==> config.mk <==
export PLATFORM = sky130hd
export DESIGN_NAME = issue_controller
export DESIGN_NICKNAME = d
export VERILOG_FILES = /design/src/rtl/issue_controller.sv
export SDC_FILE = /design/constraint.sdc
export NUM_CORES = 1
export LEC_CHECK = 0
export CAP_MARGIN = 20
export CORE_ASPECT_RATIO = 0.9
export CORE_UTILIZATION = 51
export DETAILED_ROUTE_END_ITERATION = 6
export PLACE_DENSITY_LB_ADDON = 0.08
export SYNTH_ARGS = -nofsm -noshare
export SYNTH_HDL_FRONTEND = slang
export SYNTH_SLANG_ARGS = --single-unit
==> constraint.sdc <==
create_clock -name clk -period 4.7 [get_ports clk]
set_input_delay 0.94 -clock clk [delete_from_list [all_inputs] [get_ports clk]]
set_output_delay 0.94 -clock clk [all_outputs]
set_load 0.02 [all_outputs]
==> src/rtl/issue_controller.sv <==
// Dual-issue controller: steers an in-order instruction pair to the even/odd
// execute pipes, splitting the pair over two cycles when it cannot dual-issue.
module issue_controller #(
    parameter int PCbitsize = 32
) (
    input  logic                 clk,
    input  logic                 rst_n,
    input  logic                 pair_valid,
    input  logic [31:0]          first_instruction,
    input  logic [31:0]          second_instruction,
    input  logic                 first_pipe,
    input  logic                 second_pipe,
    input  logic                 raw_dep,
    input  logic                 hazard_first,
    input  logic                 hazard_second,
    input  logic                 exec_stall,
    input  logic                 flush,
    input  logic [PCbitsize-1:0] PC_plusEight,
    output logic                 even_valid,
    output logic                 odd_valid,
    output logic [31:0]          even_instr,
    output logic [31:0]          odd_instr,
    output logic [PCbitsize-1:0] even_pc,
    output logic [PCbitsize-1:0] odd_pc,
    output logic                 if_stall,
    output logic [31:0]          issue_count
);

    typedef enum logic {PAIR = 1'b0, SECOND = 1'b1} state_t;

    state_t                 state_q, state_d;
    logic                   issue_first, issue_second, stall;
    logic                   even_valid_d, odd_valid_d;
    logic [31:0]            even_instr_d, odd_instr_d;
    logic [PCbitsize-1:0]   even_pc_d, odd_pc_d;
    logic [PCbitsize-1:0]   pc_first, pc_second;
    logic [1:0]             n_issued;

    assign pc_first  = PC_plusEight - PCbitsize'(8);
    assign pc_second = PC_plusEight - PCbitsize'(4);

    always_comb begin
        issue_first  = 1'b0;
        issue_second = 1'b0;
        stall        = 1'b0;
        state_d      = state_q;
        if (flush) begin
            state_d = PAIR;
        end else if (exec_stall) begin
            stall = 1'b1;
        end else if (state_q == PAIR) begin
            if (pair_valid) begin
                if (hazard_first) begin
                    stall = 1'b1;
                end else if (first_pipe != second_pipe && !raw_dep && !hazard_second) begin
                    issue_first  = 1'b1;
                    issue_second = 1'b1;
                end else begin
                    issue_first = 1'b1;
                    stall       = 1'b1;
                    state_d     = SECOND;
                end
            end
        end else begin
            if (hazard_second) begin
                stall = 1'b1;
            end else begin
                issue_second = 1'b1;
                state_d      = PAIR;
            end
        end
    end

    // Dual issue only happens with distinct pipes, so the two routes never collide.
    always_comb begin
        even_valid_d = 1'b0;
        odd_valid_d  = 1'b0;
        even_instr_d = even_instr;
        odd_instr_d  = odd_instr;
        even_pc_d    = even_pc;
        odd_pc_d     = odd_pc;
        if (issue_first) begin
            if (first_pipe) begin
                odd_valid_d  = 1'b1;
                odd_instr_d  = first_instruction;
                odd_pc_d     = pc_first;
            end else begin
                even_valid_d = 1'b1;
                even_instr_d = first_instruction;
                even_pc_d    = pc_first;
            end
        end
        if (issue_second) begin
            if (second_pipe) begin
                odd_valid_d  = 1'b1;
                odd_instr_d  = second_instruction;
                odd_pc_d     = pc_second;
            end else begin
                even_valid_d = 1'b1;
                even_instr_d = second_instruction;
                even_pc_d    = pc_second;
            end
        end
    end

    assign n_issued = {1'b0, issue_first} + {1'b0, issue_second};
    assign if_stall = stall & rst_n;

    always_ff @(posedge clk or negedge rst_n) begin
        if (!rst_n) begin
            state_q     <= PAIR;
            even_valid  <= 1'b0;
            odd_valid   <= 1'b0;
            even_instr  <= '0;
            odd_instr   <= '0;
            even_pc     <= '0;
            odd_pc      <= '0;
            issue_count <= '0;
        end else begin
            state_q     <= state_d;
            even_valid  <= even_valid_d;
            odd_valid   <= odd_valid_d;
            even_instr  <= even_instr_d;
            odd_instr   <= odd_instr_d;
            even_pc     <= even_pc_d;
            odd_pc      <= odd_pc_d;
            issue_count <= issue_count + 32'(n_issued);
        end
    end

endmodule

==> impl_metrics.env, run 1 <==
export IMPL_status="completed"
export IMPL_period_needed_ns=3.74
export IMPL_post_cts_resized=0
export IMPL_hold_class="in -> async"
export IMPL_antenna_found_initial=0
export IMPL_synthesis_nets=1092
export IMPL_worstSetupEndpointType="primary output"
export IMPL_regToRegSetupSlack_ns=1.96
export IMPL_postCtsHoldBufs=0
export IMPL_cts_root_buf="clkbuf_16"
export IMPL_ant_nets=0
export IMPL_postCtsSetupRepairBufs=0
export IMPL_p_leak_nw=4.90
export IMPL_area_delta_synth_final_pct=37.6
export IMPL_crit_type="in -> out"
export IMPL_r2r_cells=11
export IMPL_grt_overflow=0
export IMPL_cp_max_fo=5
export IMPL_io_pin_count=269
export IMPL_peakVddDrop_mv=0.290
export IMPL_core_area_mm2=0.0164
export IMPL_wirelength_um=27500
export IMPL_cts_inserted_buffers=17
export IMPL_maxSlewViolCount=0
export IMPL_ys_ff_latch=163
export IMPL_tns_ns=0
export IMPL_max_slew_margin_pct=40.1
export IMPL_die_h_um=126
export IMPL_drv_cap=0
export IMPL_synth_edff_count=0
export IMPL_drtPass1Iterations=5
export IMPL_synth_cell_types=68
export IMPL_powerDensity_mw_per_mm2=411
export IMPL_clock_skew_final_ns=0.00604
export IMPL_grt_total_usage_pct=31.9
export IMPL_place_inst=1397
export IMPL_vias=8617
export IMPL_synth_avg_cell_area_um2=8.86
export IMPL_final_cell_mix="clkdlybuf4s50_1 (267), nand2_1 (180), dfrtp_1 (163), nor2_1 (127), a31oi_1 (72)"
export IMPL_start_util_pct=53.0
export IMPL_wire_per_inst_um=19.2
export IMPL_synth_largest_area_cell="dfrtp_1"
export IMPL_diodes=0
export IMPL_die_w_um=140
export IMPL_drc=0
export IMPL_final_hold_violation_count=0
export IMPL_synth_area_leaders="dfrtp_1 (47%), nand2_1 (7.9%), nor2_1 (5.5%)"
export IMPL_timing_rr_start="state_q"
export IMPL_required_ns=3.76
export IMPL_grt_max_degree=67
export IMPL_gp_congestion=0.895
export IMPL_seq_area_frac_synth_pct=46.9
export IMPL_htree_num_levels=4
export IMPL_cts_tree="built"
export IMPL_post_route_period_util_pct=79.6
export IMPL_timing_rr_end="issue_count[28]"
export IMPL_fin_cells=1429
export IMPL_crit_arrival_ns=2.80
export IMPL_synth_warnings=0
export IMPL_rows=44
export IMPL_io_buffer_count=268
export IMPL_path_clk_slew_ns=0.07
export IMPL_yosys_area_top_type_share_pct=46.9
export IMPL_drive_above_1_share_pct=6.30
export IMPL_utilization_pct=72.9
export IMPL_clock_path_buffers=2
export IMPL_synth_flop_cell="dfrtp_1"
export IMPL_critPathCapture="if_stall"
export IMPL_cts_sinks=163
export IMPL_async_flop_share_pct=100
export IMPL_setup_viol=0
export IMPL_drt_initial_drc_count=615
export IMPL_clock_fmax_mhz=267
export IMPL_worst_pin_slew_ns=0.890
export IMPL_startpoint_type="input port"
export IMPL_nets=1320
export IMPL_clock_latency_ns=0.43
export IMPL_first_global_vias=8242
export IMPL_viasPerCell=6.03
export IMPL_dpl_hpwl_um=19100
export IMPL_layout_commonest_cell="clkdlybuf4s50_1"
export IMPL_grt_setup_unrepaired="no"
export IMPL_fp_dieArea_mm2=0.0176
export IMPL_grt_first_pass_wirelength_um=43800
export IMPL_worstSetupStartpoint="second_pipe"
export IMPL_syn_inst=981
export IMPL_syn_cell_area_mm2=0.00869
[state kept, by name (all words and copies together) (netlist names)]
name and flops:
odd_valid 1, state_q 1, even_pc 32, odd_instr 32
issue_count 32, even_instr 32, even_valid 1, odd_pc 32
[stage by stage]
step / hold WS (ns) / worst slack, ns / cell area, um2 / total power, mW
floorplan: 0.575 / 1.31 / 8690 / 2.72
global placement: 0.450 / 0.829 / 11400 / 3.62
detailed placement: 0.457 / 0.673 / 11400 / 3.65
CTS: 0.405 / 0.947 / 12000 / 4.94
global route: 0.420 / 0.806 / 12000 / 5.15
finish: 0.411 / 0.958 / 12000 / 4.92
[where the power goes]
group | switching [mW] | leakage (nW) | internal (mW)
registers | 0.195 | 2.03 | 1.72
logic | 0.891 | 2.61 | 0.837
clock network | 0.572 | 0.262 | 0.702
total | 1.66 | 4.90 | 3.26
[how the worst min path moves through the flow]
stage,start,to,cells past startpoint
global placement,even_pc[0],even_pc[0],2
global route,rst_n,even_pc[0],1
finish,rst_n,even_pc[0],1
detailed placement,even_pc[1],even_pc[1],2
floorplan,even_pc[0],even_pc[0],2
CTS,rst_n,even_pc[0],1
[cell type report]
cell class                      instances  area [um2]
Clock buffer                           20         457
Clock inverter                         12        82.6
Fill cell                            1300        4450
Inverter                               13        48.8
Multi-Input combinational cell        730        4200
Sequential cell                       163        4080
Tap cell                              207         259
Timing Repair Buffer                  284        2830
[per-layer routing]
metal	up-vias	part of all wire [%]	global-route usage, %
li1	3980	-	-
met5	-	0	0
met1	4126	42	41.6
met3	69	9.1	8.44
met2	442	45	50.0
met4	0	3.6	14.9
[cell families (layout without fill, tap and decap cells)]
group	Yosys count	in the layout	share of synthesized area (%)
compound gates	231	231	17.8
mux	3	3	0.346
buf+inv	88	329	4.84
flops	163	163	46.9
xor+xnor	44	44	4.43
simple gates	447	447	24.8
fa+ha+maj	5	5	0.806
[cells in the mapped netlist (4+ instances only)]
cell type,instances
nor2b_1,4
nor4_1,10
and4_1,5
o21ai_0,35
o221ai_1,9
a221o_1,5
a211o_1,6
ha_1,4
o22ai_1,19
nand4_1,18
nor2_1,127
buf_2,21
and3_1,12
nor4_4,6
xor2_1,11
a21oi_1,28
and2_1,10
a211oi_1,8
nor3_1,21
a31oi_1,72
xnor2_1,33
o32ai_1,4
buf_6,8
nand2_1,184
a311oi_1,9
inv_1,12
clkbuf_1,40
dfrtp_1,163
a21o_1,5
o31ai_1,7
or3_1,5
a221oi_1,7
nand3_1,23
[worst max-delay path, cell delays in order]
cell             delay, ns
clkdlybuf4s50_1       0.54
xor2_1                0.27
nand2_1               0.12
o21ai_0               0.14
o21ai_0               0.08
and3b_1               0.18
clkdlybuf4s50_1       0.53
(Power assumes the default switching activity.)
==> inputs of run 2 (changes only) <==
--- a/config.mk
+++ b/config.mk
@@ -7,7 +7,7 @@
 export LEC_CHECK = 0
 export CAP_MARGIN = 20
 export CORE_ASPECT_RATIO = 0.9
-export CORE_UTILIZATION = 51
+export CORE_UTILIZATION = 43
 export DETAILED_ROUTE_END_ITERATION = 6
 export PLACE_DENSITY_LB_ADDON = 0.08
 export SYNTH_ARGS = -nofsm -noshare
==> constraint.sdc (replaced) <==
create_clock -name clk -period 3.3 [get_ports clk]
set_input_delay 0.66 -clock clk [delete_from_list [all_inputs] [get_ports clk]]
set_output_delay 0.66 -clock clk [all_outputs]
set_load 0.02 [all_outputs]
==> impl_metrics.env, run 2 (same netlist as run 1, synthesis figures left out) <==
export IMPL_status="completed"
export IMPL_rows=48
export IMPL_timing_rr_end="issue_count[28]"
export IMPL_drtPass1Iterations=5
export IMPL_drv_cap=0
export IMPL_gp_congestion=0.908
export IMPL_first_global_vias=8151
export IMPL_holdPathEnd="odd_pc[0]"
export IMPL_path_clk_slew_ns=0.07
export IMPL_htree_num_levels=4
export IMPL_period_needed_ns=3.15
export IMPL_whs_path_depth=2
export IMPL_core_area_mm2=0.0195
export IMPL_cts_root_buf="clkbuf_16"
export IMPL_critPathSlowestCell="clkdlybuf4s50_1"
export IMPL_grt_overflow=0
export IMPL_post_cts_resized=0
export IMPL_setup_viol=0
export IMPL_crit_type="in -> out"
export IMPL_top_usage_layer="met2"
export IMPL_dpl_cell_area_mm2=0.0118
export IMPL_r2r_cells=10
export IMPL_post_route_period_util_pct=95.4
export IMPL_drt_initial_drc_count=601
export IMPL_grt_met3_usage_pct=7.69
export IMPL_crit_arrival_ns=2.49
export IMPL_clock_path_buffers=2
export IMPL_clock_skew_final_ns=0.00956
export IMPL_postLayoutSetupSlackWorst_ns=0.151
export IMPL_ant_nets=0
export IMPL_dp_slack_ns=0.0219
export IMPL_viasPerCell=5.76
export IMPL_layout_commonest_cell="clkdlybuf4s50_1"
export IMPL_multi_input_area_mm2=0.00420
export IMPL_worst_pin_slew_ns=0.861
export IMPL_start_util_pct=44.7
export IMPL_antenna_found_initial=2
export IMPL_postCtsSetupRepairBufs=0
export IMPL_maxSlewViolCount=0
export IMPL_clock_fmax_mhz=318
export IMPL_p_leak_nw=5.09
export IMPL_seq_area_mm2=0.00408
export IMPL_powerDensity_mw_per_mm2=580
export IMPL_nets=1353
export IMPL_total_power_mw=7.17
export IMPL_wire_per_inst_um=19.0
export IMPL_io_buffer_count=268
export IMPL_timing_rr_start="state_q"
export IMPL_nFillCells=1670
export IMPL_gr_usage_met2_pct=41.5
export IMPL_cp_cell_sequence="clkdlybuf4s50_1 -> xor2_1 -> buf_4 -> nand2_1 -> o21ai_0 -> o21ai_0 -> and3b_1 -> clkdlybuf4s50_1"
export IMPL_postCtsHoldBufs=0
export IMPL_final_cell_mix="clkdlybuf4s50_1 (267), nand2_1 (180), dfrtp_1 (163), nor2_1 (127), a31oi_1 (72)"
export IMPL_grt_first_pass_wirelength_um=44800
export IMPL_grt_max_degree=67
export IMPL_grt_setup_unrepaired="no"
export IMPL_grt_total_usage_pct=27.5
export IMPL_dpl_hpwl_um=20300
export IMPL_die_h_um=137
export IMPL_startpoint_type="input port"
export IMPL_cts_tree="built"
export IMPL_vias=8676
export IMPL_io_pin_count=269
export IMPL_peakVddDrop_mv=0.355
export IMPL_cts_sinks=163
export IMPL_drive_above_1_share_pct=8.76
export IMPL_clock_latency_ns=0.42
export IMPL_min_from="odd_pc[0]"
export IMPL_stdcell_area_mm2=0.0123
export IMPL_max_slew_margin_pct=42.6
export IMPL_final_hold_violation_count=0
export IMPL_grtUsageMet1_pct=38.4
export IMPL_die_w_um=152
export IMPL_hold_class="reg -> reg"
export IMPL_cts_inserted_buffers=17
export IMPL_cp_max_fo=3
export IMPL_required_ns=2.64
export IMPL_fp_dieArea_mm2=0.0208
export IMPL_diodes=0
export IMPL_area_delta_synth_final_pct=42.1
export IMPL_drc=0
export IMPL_regToRegSetupSlack_ns=0.96
export IMPL_tns_ns=0
export IMPL_worstSetupEndpointType="primary output"
export IMPL_wirelength_um=28500
export IMPL_worst_path_largest_cell_delay_ns=0.54
export IMPL_place_inst=1472
export IMPL_fin_cells=1505
==> run 2: cell types whose count changed in the layout (fill, tap and decap cells not counted), sizes merged <==
cell and change:
inv +3, clkinvlp +1, buf +32, bufinv +1, dlygate4sd3 +1, clkinv -5
==> run 2: layer usage <==
metal	wire length (um)	vias up
met4	414	4
met2	12700	410
met3	2530	37
li1	-	4058
met5	27	-
met1	12800	4167
==> run 2: final cells by class <==
type                    instances  area share, %
multi-input cells             730           34.0
flip-flops and latches        163           33.0
repair buffers                317           25.2
clock buffers                  20           3.78
well taps                     250           2.53
clock inverters                12          0.973
inverters                      13          0.395
==> run 2: critical path, delay by kind of cell <==
| family | cells | cell delay, ns |
|---|---|---|
| compound gates | 2 | 0.22 |
| xor+xnor | 1 | 0.19 |
| buf+inv | 3 | 1.19 |
| simple gates | 2 | 0.24 |
==> run 2: worst max path at each step <==
| stage | slack [ns] | depth (start not counted) | from | to |
|---|---|---|---|---|
| after floorplan | 0.19 | 14 | pair_valid | issue_count[30] |
| after global placement | 0.07 | 12 | first_pipe | issue_count[30] |
| after detailed placement | 0.02 | 12 | first_pipe | issue_count[26] |
| after CTS | 0.14 | 8 | first_pipe | if_stall |
| after global routing | 0.009 | 8 | first_pipe | if_stall |
| final | 0.15 | 8 | first_pipe | if_stall |
==> run 2: through the flow <==
stage | hold slack, ns | util [%]
4_1_cts | 0.00513 | 63.4
3_5_place_dp | 0.456 | 60.4
3_3_place_gp | 0.450 | 60.4
5_1_grt | 0.500 | 63.5
6_report | 0.468 | 63.5
2_1_floorplan | 0.364 | -
==> run 2: where the power goes <==
part           switching, mW  internal [mW]  total (mW)
clock network          0.870           1.11        1.98
logic                   1.25           1.21        2.46
registers              0.273           2.45        2.72
